`src/rtl/matrix_led_scanner.sv`:
```
// Double-buffered row-multiplexed LED matrix scanner with per-row blanking
// and brightness expressed as lit cycles within each row's ON phase.
module matrix_led_scanner #(
    parameter int unsigned ROWS           = 8,
    parameter int unsigned COLS           = 8,
    parameter int unsigned ROW_W          = $clog2(ROWS),
    parameter int unsigned DWELL          = 33750,
    parameter int unsigned BLANK          = 64,
    parameter int unsigned BRIGHT_W       = 4,
    parameter int unsigned COL_ACTIVE_LOW = 0
) (
    input  logic                sys_clock,
    input  logic                sys_rst_n,
    input  logic                wr_en,
    input  logic [ROW_W-1:0]    wr_row,
    input  logic [COLS-1:0]     wr_data,
    input  logic                swap_req,
    input  logic [BRIGHT_W-1:0] brightness,
    output logic [ROW_W-1:0]    row,
    output logic [COLS-1:0]     col,
    output logic                frame_start,
    output logic                swap_ack
);

    typedef enum logic {ST_BLANK, ST_ON} state_t;

    localparam int unsigned    STEP    = DWELL >> BRIGHT_W;
    localparam logic [COLS-1:0] COL_OFF = {COLS{1'(COL_ACTIVE_LOW != 0)}};

    state_t            state_q, state_d;
    logic [31:0]       cnt_q, cnt_d;
    logic [31:0]       thr_q, thr_d;
    logic [ROW_W-1:0]  row_q, row_d;
    logic [COLS-1:0]   col_q, col_d;
    logic              frame_start_q, frame_start_d;
    logic              swap_ack_q, swap_ack_d;
    logic              pend_q, pend_d;
    logic              bank_q, bank_d;
    logic [COLS-1:0]   mem_q [2][ROWS];
    logic [COLS-1:0]   mem_d [2][ROWS];
    logic [COLS-1:0]   front_row;

    assign front_row = mem_q[bank_q][row_q];

    always_comb begin
        state_d       = state_q;
        cnt_d         = cnt_q + 32'd1;
        thr_d         = thr_q;
        row_d         = row_q;
        bank_d        = bank_q;
        pend_d        = pend_q | swap_req;
        frame_start_d = 1'b0;
        swap_ack_d    = 1'b0;
        col_d         = COL_OFF;
        mem_d         = mem_q;

        // Writes target the current back bank, so a write coinciding with a
        // swap lands in the bank that is about to become front.
        if (wr_en && (32'(wr_row) < ROWS)) begin
            mem_d[~bank_q][wr_row] = wr_data;
        end

        case (state_q)
            ST_BLANK: begin
                if (cnt_q == BLANK - 1) begin
                    state_d = ST_ON;
                    cnt_d   = '0;
                    thr_d   = (brightness == '1) ? DWELL : STEP * 32'(brightness);
                end
            end
            ST_ON: begin
                if (cnt_q == DWELL - 1) begin
                    state_d = ST_BLANK;
                    cnt_d   = '0;
                    if (row_q == ROW_W'(ROWS - 1)) begin
                        row_d         = '0;
                        frame_start_d = 1'b1;
                        if (pend_q || swap_req) begin
                            bank_d     = ~bank_q;
                            pend_d     = 1'b0;
                            swap_ack_d = 1'b1;
                        end
                    end else begin
                        row_d = row_q + ROW_W'(1);
                    end
                end
            end
            default: state_d = ST_BLANK;
        endcase

        // Row never changes while the next state is ON, so front_row is the
        // data for the row being lit next cycle.
        if (state_d == ST_ON && cnt_d < thr_d) begin
            col_d = front_row ^ COL_OFF;
        end
    end

    always_ff @(posedge sys_clock) begin
        if (!sys_rst_n) begin
            state_q       <= ST_BLANK;
            cnt_q         <= '0;
            thr_q         <= '0;
            row_q         <= '0;
            col_q         <= COL_OFF;
            frame_start_q <= 1'b0;
            swap_ack_q    <= 1'b0;
            pend_q        <= 1'b0;
            bank_q        <= 1'b0;
            mem_q         <= '{default: '0};
        end else begin
            state_q       <= state_d;
            cnt_q         <= cnt_d;
            thr_q         <= thr_d;
            row_q         <= row_d;
            col_q         <= col_d;
            frame_start_q <= frame_start_d;
            swap_ack_q    <= swap_ack_d;
            pend_q        <= pend_d;
            bank_q        <= bank_d;
            mem_q         <= mem_d;
        end
    end

    assign row         = row_q;
    assign col         = col_q;
    assign frame_start = frame_start_q;
    assign swap_ack    = swap_ack_q;

endmodule

```
`config.mk`:
```
export PLATFORM = sky130hd
export DESIGN_NAME = matrix_led_scanner
export DESIGN_NICKNAME = d
export VERILOG_FILES = /design/src/rtl/matrix_led_scanner.sv
export SDC_FILE = /design/constraint.sdc
export NUM_CORES = 1
export LEC_CHECK = 0
export ABC_CLOCK_PERIOD_IN_PS = 5800
export CAP_MARGIN = 10
export CORE_MARGIN = 2
export CORE_UTILIZATION = 50
export CTS_BUF_LIST = sky130_fd_sc_hd__clkbuf_4 sky130_fd_sc_hd__clkbuf_8
export CTS_CLUSTER_SIZE = 25
export DETAILED_ROUTE_END_ITERATION = 10
export PLACE_DENSITY = 0.67
export SYNTH_ARGS = -nofsm -noshare
export SYNTH_HDL_FRONTEND = slang
export SYNTH_SLANG_ARGS = --single-unit
```
`constraint.sdc`:
```
create_clock -name sys_clock -period 5.8 [get_ports sys_clock]
set_input_delay 1.74 -clock sys_clock [delete_from_list [all_inputs] [get_ports sys_clock]]
set_output_delay 1.74 -clock sys_clock [all_outputs]
set_load 0.01 [all_outputs]
```
Word-level counts from Yosys, hierarchy flattened
Cells that the tools add are included.
W data, S select, Z words.
{"block": "totals", "ram_bits": 0, "latchBits": 0, "register_bits": 208, "in_bits": 19, "n_memories": 0, "romBits": 0, "word_cells": 82, "output_inout_bits": 13}
{"block": "classes", "n_reduce_logical": 9, "n_eq_ne": 4, "shift": 0, "mul": 1, "div": 0, "n_lt_le_gt_ge": 7, "n_bitwise": 7, "muxes": 27, "add_sub_neg": 2}
{"cell": "$mux W64", "count": 4}
{"cell": "$bwmux W128", "count": 1}
{"cell": "$mux W32", "count": 4}
{"cell": "$demux W64 S1", "count": 1}
{"cell": "$pmux W32 S2", "count": 1}
{"cell": "$add A32 B1 Y32 const B", "count": 1}
{"cell": "$eq A32 B16 Y1 const B", "count": 1}
{"cell": "$eq A32 B6 Y1 const B", "count": 1}
{"cell": "$lt A32 B32 Y1", "count": 1}
{"cell": "$bmux W8 S3", "count": 1}
{"cell": "$demux W8 S3", "count": 1}
{"cell": "$mux W8", "count": 3}
{"cell": "$mul A12 B4 Y16 const A", "count": 1}
{"cell": "$mux W16", "count": 1}
{"cell": "$ge A4 B4 Y1 const B", "count": 2}
{"cell": "$mux W1", "count": 8}
{"cell": "$not A3 Y4", "count": 2}
{"cell": "$reduce_and A4 Y1", "count": 2}
{"cell": "$eq A4 B4 Y1 const B", "count": 1}
{"cell": "$ge A2 B2 Y1 const B", "count": 2}
{"cell": "$lt A4 B1 Y1 const B", "count": 1}
{"cell": "$not A1 Y2", "count": 2}
{"cell": "$reduce_and A2 Y1", "count": 2}
{"cell": "$add A3 B1 Y3 const B", "count": 1}
{"cell": "other kinds (9)", "count": 12}

Depth between registers and ports, before layout
{"block": "logic_depth", "word_depth": 8, "depth_mapped": 17, "ltp_nobuf": 17}

Worst setup path after synthesis
No wires, ideal clock.
{"block": "synth_path", "path_kind": "input-to-reg", "from": "in brightness[1]", "to": "reg col_q[0] (netlist: col[0])", "required_time_ns": 5.740, "stages": 17, "arrival_time_ns": 5.455, "setup_ns": 0.060, "slack_ns": 0.285, "n_path_buf": 0, "path_cell_list": "fa_1 inv_1 fa_1 inv_1 ha_1 a21o_1 a21oi_1 o21ai_0 mux2_2 mux2i_1 ha_1 a21oi_1 o21ai_0 a221oi_1 o21ai_0 a311oi_4 and2_1"}
{"block": "synth_via", "elab_chain_cells": 7, "word_cells_on_any_way": 8, "cone_classes": "1 x mul; 1 x order compare; 1 x eq/ne; 3 x mux; 2 x reduce/logical"}
{"element": "start: declaration", "line_no": "18", "source": "input logic [BRIGHT_W-1:0] brightness,"}
{"element": "$mul A12 B4 Y16 or $eq A4 B4 Y1 (tied branches)", "line_no": "68", "source": "thr_d = (brightness == '1) ? DWELL : STEP * 32'(brightness);"}
{"element": "$mux W16 (*)", "line_no": "68"}
{"element": "$mux W32 (*)", "line_no": "65", "source": "if (cnt_q == BLANK - 1) begin"}
{"element": "$mux W32 (*)", "line_no": "63", "source": "case (state_q)"}
{"element": "$lt A32 B32 Y1 (*)", "line_no": "93", "source": "if (state_d == ST_ON && cnt_d < thr_d) begin"}
{"element": "$logic_and A1 B1 Y1 (*)", "line_no": "93"}
{"element": "$reduce_and A2 Y1 (no source line) (*)"}
{"element": "end signal: assignment", "line_no": "115", "source": "col_q <= col_d;"}
{"element": "end: declaration", "line_no": "34", "source": "logic [COLS-1:0] col_q, col_d;"}
Mark *: on every way between the ends. The rest lies on a longest branch, timed or not.
A chain may end at the register's enable or synchronous reset.

Worst setup path after layout
{"block": "layout_path", "from": "in brightness[2]", "to": "reg col_q[1] (netlist: col[1])"}
Same word-level chain as after synthesis.

==> run summary <==
The run finished with clean final reports. The share of synthesized area occupied by flip-flops and latches came out at 0.4034. The clock tree from TritonCTS is built. The H-tree was split into 2 levels. The fraction of layout instances using a drive strength above 1 came out at 0.1376. The initial antenna violation count is 0.

The number of vias per cell came out at 5.283. The combinational fraction of design power came out at 0.065. During placement, the flow inserted port buffers numbering 31. Pin placement for this block handled 32 I/O pins. The most common cell after layout, fill and taps aside is sky130_fd_sc_hd__dfxtp_1.

The relative slew slack is 0.2954. The maximum number of pins on one net before global-route repair came out at 84. The area growth from synthesis to layout came out at 12.41%. The critical path startpoint is brightness[2]. Across every metal layer, demand over resource in global routing totals 0.2005. The net count of the finished layout is 1083. For this block, wires on met1 add up to 11070 um. Once placement completed, the tool counted placed cells totaling between 1000 and 1500. The area of the placeable core is 0.02023 sq mm.

The setup slack after placement is -572.0 ps. The setup check on the worst reg-to-reg path leaves a slack of ~1800 ps. The leftover overflow at the end of global routing is 0. The via count of the first global-routing pass came out at 6925. The number of standard cells in the layout, taps in and fillers out came out at ~1300. The number of DRC markers in iteration 0 came out at 318.

The effective utilization at floorplan came out at 0.5101. The number of remaining DRC errors came out at 0. The horizontal extent of the die is 147.7 um. The final-report max-slew violation count is 0. STA classifies the critical path startpoint as an input pin. The synthesized netlist occupies a cell area of 0.01032 sq mm. The layout filler cell count came out at 1767. The power density normalized to cell area is 255.7 mW/mm^2. Of all nets on the critical path, the largest fanout is 8.

The clock transition time at the flip-flop clock pins of the worst setup and hold paths came out at 50 ps. For the pin with the worst max-slew slack, the measured transition is 1053 ps. The clock skew came out at 28.71 ps. The sequential fraction of design power came out at 0.488.

The root buffer selected by CTS is sky130_fd_sc_hd__clkbuf_8. The final hold violation count is 0. The worst reg2reg path startpoint is cnt_q[0]. The worst-case IR drop observed on VDD is 0.0001463 V. The hold path startpoint is thr_q[21]. At the end of routability-driven placement, the weighted congestion stood at 0.7887. The wire-length estimate of the detail-placed layout is 14240 um. The highest layer touched by signal routing is met4.

Counting flops with an async set or reset pin after synthesis yields a share of 0. The count of vias placed by the detailed router came out at 6878. TritonCTS created 36 clock buffers.

The number of placement rows came out at 52. At the worst endpoint, the arrival time is 6000 ps. The number of instances in the synthesized netlist is a little under 1000. The average cell area after synthesis is around 11 sq um.

The part of the total power dissipated in the clock network came out at 0.447. The critical path in this run is classified as input pin to register. The floorplan step defined a die boundary enclosing approximately 0.022 sq mm. The count of maximum capacitance violations is 0.

The switching power is 686.3 uW. The clock insertion delay at the later pin of the skew report came out at 540 ps. The data required time at the worst endpoint is approximately 6300 ps. No sink is reached through more buffers than the 3 on the longest clock path. STA classifies the critical path endpoint as a register.

Setup violations remaining at the end of the flow were counted as 0. The clock net sink count came out at 208. The routed wire length is 20940 um. The predominant post-synthesis flop cell is sky130_fd_sc_hd__dfxtp_1. The number of inserted diodes came out at 0. The count of nets left with antenna violations after detail routing came out at 0. The met3 wire length came out at 767 um.

The post-route total power is 2.967 mW. The first-pass GRT wire length is 35470 um. The net switching fraction of the power is 0.2313.

The number of nets handed over by synthesis was 1050. The least setup slack across all paths after layout came out at 254.1 ps. The maximum clock rate came out at between 0.15 and 0.2 GHz. Before antenna repair, the detailed router went through 4 iterations. The static leakage is 4.548 nW. The routed length on met2 is 8718 um. In the layout the commonest cells are sky130_fd_sc_hd__dfxtp_1 (206), sky130_fd_sc_hd__nor2b_1 (143), sky130_fd_sc_hd__mux2i_1 (130). The number of register bits inferred by synthesis came out at 208. The die span in y is 147.7 um. The cell internal power dissipation is 2.281 mW.

The period utilization came out at 0.9562. The clock period minus worst slack came out at between 5000 and 6000 ps. In the final routed layout, each cell accounts on average for 16.08 um. The distinct cell type count after synthesis is 54. Yosys mapped a number of flops with a built-in enable equal to 0. The number of warnings reported in the yosys synthesis log came out at 0.

The utilization after layout came out at 0.5735. The class of the tightest hold or removal check is register to register. Setup repair after global routing left no endpoint under its margin.
-- cells in the mapped netlist (6+ instances only) --
cell	count	area, sq um
sky130_fd_sc_hd__o21ai_0	13	65.06
sky130_fd_sc_hd__nand3_1	17	85.08
sky130_fd_sc_hd__nor4_2	7	87.58
sky130_fd_sc_hd__a21oi_1	23	115.1
sky130_fd_sc_hd__inv_1	16	60.06
sky130_fd_sc_hd__and3_1	23	143.9
sky130_fd_sc_hd__mux2i_1	131	1311
sky130_fd_sc_hd__nand4_1	10	62.56
sky130_fd_sc_hd__xnor2_1	21	183.9
sky130_fd_sc_hd__a21o_1	9	67.56
sky130_fd_sc_hd__mux4_2	40	900.9
sky130_fd_sc_hd__dfxtp_1	208	4164
sky130_fd_sc_hd__clkbuf_1	41	153.9
sky130_fd_sc_hd__buf_2	9	45.04
sky130_fd_sc_hd__nor2b_1	143	894.6
sky130_fd_sc_hd__nor2_1	41	153.9
sky130_fd_sc_hd__nand2b_1	8	50.05
sky130_fd_sc_hd__ha_1	48	600.6
sky130_fd_sc_hd__xor2_1	13	113.9
sky130_fd_sc_hd__nand2_1	48	180.2
sky130_fd_sc_hd__and4_1	6	52.55
sky130_fd_sc_hd__and2_1	35	219.0
-- power by group through the flow --
| stage | clock network [mW] | registers [mW] | logic (mW) |
|---|---|---|---|
| after floorplan | 0 | 1.48 | 0.127 |
| after CTS | 1.37 | 1.45 | 0.193 |
| after detailed placement | 0 | 1.48 | 0.191 |
| after global routing | 1.43 | 1.45 | 0.219 |
| after global placement | 0 | 1.48 | 0.191 |
| final | 1.33 | 1.45 | 0.194 |
-- layer usage --
| metal | vias up | track usage |
|---|---|---|
| met2 | 90 | 0.2898 |
| met1 | 3255 | 0.2997 |
| met5 | - | 0 |
| met4 | 0 | 0.06154 |
| met3 | 33 | 0.04321 |
| li1 | 3500 | - |
-- cell type report --
cell class	instances	area (sq um)	share of cell area
clock buffer	56	683.2	0.05887
clock inverter	3	27.53	0.002372
inverter	16	60.06	0.005176
multi-input combinational	698	5862	0.5052
sequential	208	4167	0.3591
tap	270	337.8	0.02911
timing repair buffer	51	466.7	0.04022
-- per-stage QoR --
step / TNS [ps] / hold WS (ps) / cell area (sq um)
global placement: -3567 / 465.5 / 10870
CTS: 0 / 483.0 / 11580
detailed placement: -4480 / 467.1 / 10870
floorplan: 0 / 452.4 / 10320
finish: 0 / 480.4 / 11600
global route: 0 / 496.8 / 11600
-- final timing paths --
path	depth (start not counted)	endpoint
min reg2reg	1	thr_q[21]
max	18	col[1]
max reg2reg	14	col[1]
min	1	thr_q[21]
-- state kept, by name, indices dropped and copies added (netlist names), 3 cells and up --
signal / flops
thr_q: 32
col: 8
row: 3
mem_q: 128
cnt_q: 32
-- worst max-delay path, stage by stage --
cell and delay, ps:
sky130_fd_sc_hd__clkdlybuf4s50_1 440, sky130_fd_sc_hd__buf_4 180, sky130_fd_sc_hd__ha_1 290, sky130_fd_sc_hd__fa_1 510
sky130_fd_sc_hd__fa_1 470, sky130_fd_sc_hd__a21o_1 180, sky130_fd_sc_hd__a21oi_2 150, sky130_fd_sc_hd__o21ai_1 100
sky130_fd_sc_hd__mux2_2 290, sky130_fd_sc_hd__mux2i_2 170, sky130_fd_sc_hd__ha_1 270, sky130_fd_sc_hd__a21oi_1 120
sky130_fd_sc_hd__o21ai_0 100, sky130_fd_sc_hd__a221oi_1 270, sky130_fd_sc_hd__o21ai_1 150, sky130_fd_sc_hd__a311oi_4 260
sky130_fd_sc_hd__buf_6 170, sky130_fd_sc_hd__and2_1 120
-- logic make-up after synthesis --
logic type | synth area share
simple gates | 0.2092
flops | 0.4034
mux | 0.2154
buf+inv | 0.02945
compound gates | 0.04582
fa+ha+maj | 0.06788
xor+xnor | 0.02885
-- timing repair --
item	4_1_cts	5_1_grt
resized for setup	1	6
buffers inserted	0	1
hold buffers	0	0
pin swaps	0	4
endpoints found under the setup margin	6	8
endpoints found under the hold margin	0	0
Power figures use the tool's default switching activity.
